===== config.mk =====
export PLATFORM = sky130hd
export DESIGN_NAME = shift_sequencer
export DESIGN_NICKNAME = d
export VERILOG_FILES = /design/src/rtl/shift_sequencer.sv
export SDC_FILE = /design/constraint.sdc
export NUM_CORES = 1
export LEC_CHECK = 0
export CORE_MARGIN = 5
export CORE_UTILIZATION = 47
export DETAILED_ROUTE_END_ITERATION = 16
export PLACE_DENSITY = 0.83
export SYNTH_ARGS = -nofsm -noshare
export SYNTH_HDL_FRONTEND = slang
export SYNTH_SLANG_ARGS = --single-unit

===== constraint.sdc =====
create_clock -name clk -period 2.8 [get_ports clk]
set_input_delay 0.42 -clock clk [delete_from_list [all_inputs] [get_ports clk]]
set_output_delay 0.42 -clock clk [all_outputs]
set_load 0.01 [all_outputs]

===== src/rtl/shift_sequencer.sv =====
// Single-clock run-time controller for a 4-bit shift-left display register.
// A prescaler paces shifts; an IDLE/RUN/PAUSE FSM handles load, pause, single-step and counted runs.
module shift_sequencer #(
  parameter int CNT_W = 24
) (
  input  logic             clk,
  input  logic             rst,
  input  logic             start,
  input  logic             pause,
  input  logic             step,
  input  logic [3:0]       load_val,
  input  logic             rotate,
  input  logic             ser_in,
  input  logic [CNT_W-1:0] period,
  input  logic [3:0]       shift_cnt,
  output logic [3:0]       q,
  output logic             tick,
  output logic             busy,
  output logic             paused,
  output logic             done
);

  typedef enum logic [1:0] {
    IDLE  = 2'd0,
    RUN   = 2'd1,
    PAUSE = 2'd2
  } state_t;

  state_t           state_q, state_d;
  logic [CNT_W-1:0] counter_q, counter_d;
  logic [3:0]       remaining_q, remaining_d;
  logic             cont_q, cont_d;
  logic [3:0]       q_q, q_d;
  logic             tick_q, tick_d;
  logic             done_q, done_d;
  logic             load;
  logic             do_shift;
  logic             fill_bit;

  assign fill_bit = rotate ? q_q[3] : ser_in;

  always_comb begin
    state_d     = state_q;
    counter_d   = counter_q;
    remaining_d = remaining_q;
    cont_d      = cont_q;
    q_d         = q_q;
    tick_d      = 1'b0;
    done_d      = 1'b0;
    load        = 1'b0;
    do_shift    = 1'b0;

    // start always wins; pause beats any shift due in the same cycle
    case (state_q)
      IDLE: begin
        if (start) load = 1'b1;
      end
      RUN: begin
        if (start) begin
          load = 1'b1;
        end else if (pause) begin
          state_d = PAUSE;
        end else if (counter_q >= period) begin
          do_shift  = 1'b1;
          counter_d = '0;
        end else begin
          counter_d = counter_q + CNT_W'(1);
        end
      end
      PAUSE: begin
        if (start) begin
          load = 1'b1;
        end else if (pause) begin
          state_d = RUN;
        end else if (step) begin
          do_shift = 1'b1;
        end
      end
      default: state_d = IDLE;
    endcase

    if (load) begin
      q_d         = load_val;
      remaining_d = shift_cnt;
      cont_d      = (shift_cnt == 4'd0);
      counter_d   = '0;
      state_d     = RUN;
    end

    if (do_shift) begin
      q_d    = {q_q[2:0], fill_bit};
      tick_d = 1'b1;
      // remaining is meaningless in continuous mode, so leave it untouched
      if (!cont_q) begin
        remaining_d = remaining_q - 4'd1;
        if (remaining_q == 4'd1) begin
          state_d = IDLE;
          done_d  = 1'b1;
        end
      end
    end
  end

  always_ff @(posedge clk or negedge rst) begin
    if (!rst) begin
      state_q     <= IDLE;
      counter_q   <= '0;
      remaining_q <= '0;
      cont_q      <= 1'b0;
      q_q         <= '0;
      tick_q      <= 1'b0;
      done_q      <= 1'b0;
    end else begin
      state_q     <= state_d;
      counter_q   <= counter_d;
      remaining_q <= remaining_d;
      cont_q      <= cont_d;
      q_q         <= q_d;
      tick_q      <= tick_d;
      done_q      <= done_d;
    end
  end

  assign q      = q_q;
  assign tick   = tick_q;
  assign done   = done_q;
  assign busy   = (state_q != IDLE);
  assign paused = (state_q == PAUSE);

endmodule


Yosys cells after proc, flatten, opt, wreduce, memory -nomap -nowiden
Cells that the tools add are included.

Magnitude comparators: 1. Reduce and logical (&&, ||, !) cells: 7. Muxes and demuxes: 33. Add/sub/neg operators: 2. Eq/ne operators: 5.

Operator list (count): $mux W24 (5); $add A24 B1 Y24 const B (1); $ge A24 B24 Y1 (1); $mux W4 (5); $mux W2 (8); $mux W1 (13); $pmux W2 S3 (1); $reduce_bool A2 Y1 (3); $eq A4 B1 Y1 const B (1); $logic_not A4 Y1 (1); $ne A2 B1 Y1 const B (2); $sub A4 B1 Y4 const B (1); $reduce_and A3 Y1 (1); $reduce_or A3 Y1 (1); $eq A2 B1 Y1 const B (1); $eq A2 B2 Y1 const B (1); $logic_not A2 Y1 (1); $pmux W1 S2 (1).

Word-level logic and storage cells: 55. Bits of input ports: 39. Flip-flop bits (word level): 37. Output and inout port bits: 8.

Logic depth before layout (Yosys ltp)
Depth in word-level cells: 7. Depth in mapped cells: 10. Gate-level depth less buffers: 9.

Worst setup path before layout
Ideal clock, no wire load.

Kind: in2reg. Start: in period[0]. End: reg counter_q[19]. Setup slack: 0.314 ns. Arrival time: 2.412 ns. Required time: 2.726 ns. Stages: 9. Path through: ha_1 -> nand2b_1 -> a2111o_1 -> a311oi_2 -> o2111ai_2 -> nand2b_1 -> buf_6 -> or3_1 -> o21ai_2.

Cells in the longest elaborated chain, start to end: 6.

RTL lines: from (decl) (line 14) `input logic [CNT_W-1:0] period,`; $ge A24 B24 Y1 (line 63) `end else if (counter_q >= period) begin`; $mux W24 (line 63); $mux W24 (line 61) `end else if (pause) begin`; $mux W24 (line 59) `if (start) begin`; $mux W24 (line 54) `case (state_q)`; $mux W24 (line 82) `if (load) begin`; to (signal assigned) (line 115) `counter_q <= counter_d;`; to (decl) (line 30) `logic [CNT_W-1:0] counter_q, counter_d;`.

Every way passes these cells. The select of a mux whose other input is x is not followed. A chain may end at the register's enable or synchronous reset.

Worst setup path in the final report
Start: in period[0]. End: reg counter_q[15].

Same word-level chain as after synthesis.

==> results_dict.tcl <==
set metrics [dict create \
    arrival_ps 2890 \
    wl_met1_mm 2.53 \
    routed_wl_mm 6.14 \
    antenna_found_initial 0 \
    rr_worst_depth 9 \
    routed-wl-met2_mm 3.20 \
    vdd_ir_drop_max_v 0.000547 \
    cp_cell_sequence "clkdlybuf4s50_1, ha_1, nand2b_1, a2111o_1, a311oi_2, o2111ai_2, nand2b_4, buf_4, o31ai_1" \
    pre_cts_slack_ps -165 \
    syn_area_um2 2640 \
    dpl_cell_area_um2 3280 \
    coreArea_um2 5470 \
    drtIter0Drc 173 \
    synth-seq-cells 37 \
    outcome "completed" \
    period_needed_ps 2720 \
    first_global_vias 2561 \
    slew_viol_final 0 \
    critPathLaunchType "input port" \
    fin_crit_sh_pct 97.0 \
    synth.distinct_cells 42 \
    synth-edff-count 0 \
    finalClockSkew_ps 4.35 \
    start_util_pct 48.3 \
    numCtsBuffers 5 \
    synth_area_per_cell_um2 8.16 \
    die_h_um 85.0 \
    slowest_delay_ps 410 \
    cts_hold_buf 0 \
    worst_pin_slew_ps 823 \
    yosys.area.top_type "dfrtp_1" \
    synth_top_area_share_pct 35.0 \
    clkSlewWorstSetupHoldPaths_ps 70 \
    ys_warn_count 0 \
    powerDensity_nw_per_um2 469 \
    r2r_setup_slack_ps 170 \
    synth_area_leaders "dfrtp_1, ha_1, nand2_1" \
    antenna_left 0 \
    grt_util_all_layers_pct 17.5 \
    ios 47 \
    drcViolationCount 0 \
    clock-root-buffer "clkbuf_8" \
    slew_headroom_pct 45.2 \
    cp-end-kind "flop" \
    cts_resized 0 \
    finalHoldViolations 0 \
    fmax_mhz 368 \
    p_total_mw 1.60 \
    worstReg2RegStart "counter_q[0]$_DFFE_PN0P_" \
    power_leakage_nw 1.60 \
    port_buffers 46 \
    synth_nets 394 \
    cts_buffer_depth 2 \
    numClockSinks 37 \
    grt_pass1_wl_mm 10.7 \
    dr_wl_met3_um 315 \
    maxUsedRoutingLayer "met4" \
    synth.most_common_cell "nand2_1" \
    ys_seq_area_share_pct 35.0 \
    hold_class "input port to async pin" \
    postCtsSetupBuffers 0 \
    drive_gt1_share_pct 9.64 \
    r2r_end "counter_q[15]$_DFFE_PN0P_" \
    worstSetupPathType "input port to flop" \
    die-area_um2 7220 \
    max-cap-violations 0 \
    final_nets 454 \
    grt.overflow.total 0 \
    async_reset_ff_share_pct 100 \
    setup_viol 0 \
    rsz0062_at_grt "true" \
    dp_hpwl_mm 4.73 \
    synthTopCellsByCount "nand2_1, dfrtp_1, o21ai_0" \
    syn_inst 324 \
    die_w_um 85.0 \
    wl_per_cell_um 13.5 \
    finalWeightedCongestion 0.872 \
    area_growth_pct 28.9 \
    grt_start_max_net_pins 38 \
    finalInstanceArea_um2 3410 \
    vias 2509 \
    fp-row-count 27 \
    worstPathMaxFanout 7 \
    viasPerCell 5.50 \
    cts_tree "done" \
    firstDrtPassIters 4 \
    critPathSlowestCell "a2111o_1" \
    diodes 0 \
    cts-htree-levels 2 \
    critPathRequiredTime_ps 2980 \
    ys.flop_type "dfrtp_1" \
    clock_latency_ps 280 \
    finalWorstSetupSlack_ps 84.0 \
]
## kinds of logic after synthesis
group,share of synthesized area [%]
simple gates,22.4
compound gates,18.5
buf+inv,6.63
flops,35.0
fa+ha+maj,14.7
xor+xnor,1.99
mux,0.758
## power breakdown
part	internal (mW)	total [mW]	switching, mW
logic	0.271	0.560	0.289
registers	0.588	0.655	0.0674
clock network	0.195	0.381	0.186
total	1.05	1.60	0.543
## worst max path at each step
| stage | startpoint | end | slack, ps |
|---|---|---|---|
| 2_1_floorplan | period[0] | counter_q[19]$_DFFE_PN0P_ | 310 |
| 3_3_place_gp | period[0] | state_q[1]$_DFF_PN0_ | -80 |
| 3_5_place_dp | period[0] | counter_q[20]$_DFFE_PN0P_ | -160 |
| 4_1_cts | period[0] | counter_q[20]$_DFFE_PN0P_ | 110 |
| 5_1_grt | period[13] | counter_q[15]$_DFFE_PN0P_ | -60 |
| 6_report | period[0] | counter_q[15]$_DFFE_PN0P_ | 80 |
## cells in the final DEF, fill, tap and decap left out, drive strengths merged, types with 7 or more instances in the layout
| cell type | netlist | final |
|---|---|---|
| a21oi | 13 | 13 |
| buf | 4 | 18 |
| clkbuf | 6 | 7 |
| clkdlybuf4s50 | 0 | 45 |
| dfrtp | 37 | 37 |
| ha | 31 | 31 |
| inv | 34 | 34 |
| nand2 | 53 | 53 |
| nand3 | 8 | 8 |
| nor2 | 22 | 22 |
| nor2b | 8 | 8 |
| o21ai | 37 | 37 |
| o31ai | 7 | 7 |
## critical path, delay by kind of cell
kind / cells / cell delay [ps]
AO/OA/AOI/OAI: 4 / 1290
buffers and inverters: 2 / 560
AND/OR/NAND/NOR: 2 / 340
adder cells (fa/ha/maj): 1 / 280
## per-layer routing
| layer | vias to the layer above | track usage, % |
|---|---|---|
| met2 | 64 | 31.6 |
| li1 | 1238 | - |
| met3 | 10 | 4.27 |
| met4 | 0 | 4.03 |
| met5 | - | 0 |
| met1 | 1197 | 20.7 |
## per-stage QoR
stage	utilization (%)	instances	TNS [ps]	hold slack (ps)
5_1_grt	62.2	456	-122	303
2_1_floorplan	-	324	0	124
3_5_place_dp	59.9	449	-2910	504
3_3_place_gp	59.9	449	-1160	495
6_report	62.2	456	0	229
4_1_cts	61.5	456	0	263
## layout make-up
class                   instances  area [um^2]
fillers                       498         2070
inverters                      34          128
clock buffers                   7         86.3
multi-input cells             243         1580
well taps                      72         90.1
flip-flops and latches         37          926
repair buffers                 63          599
## registers in the layout, indices dropped and copies added (netlist names)
| register | count |
|---|---|
| remaining_q | 4 |
| state_q | 2 |
| tick | 1 |
| cont_q | 1 |
| done | 1 |
| q | 4 |
| counter_q | 24 |
(Power assumes the default switching activity.)
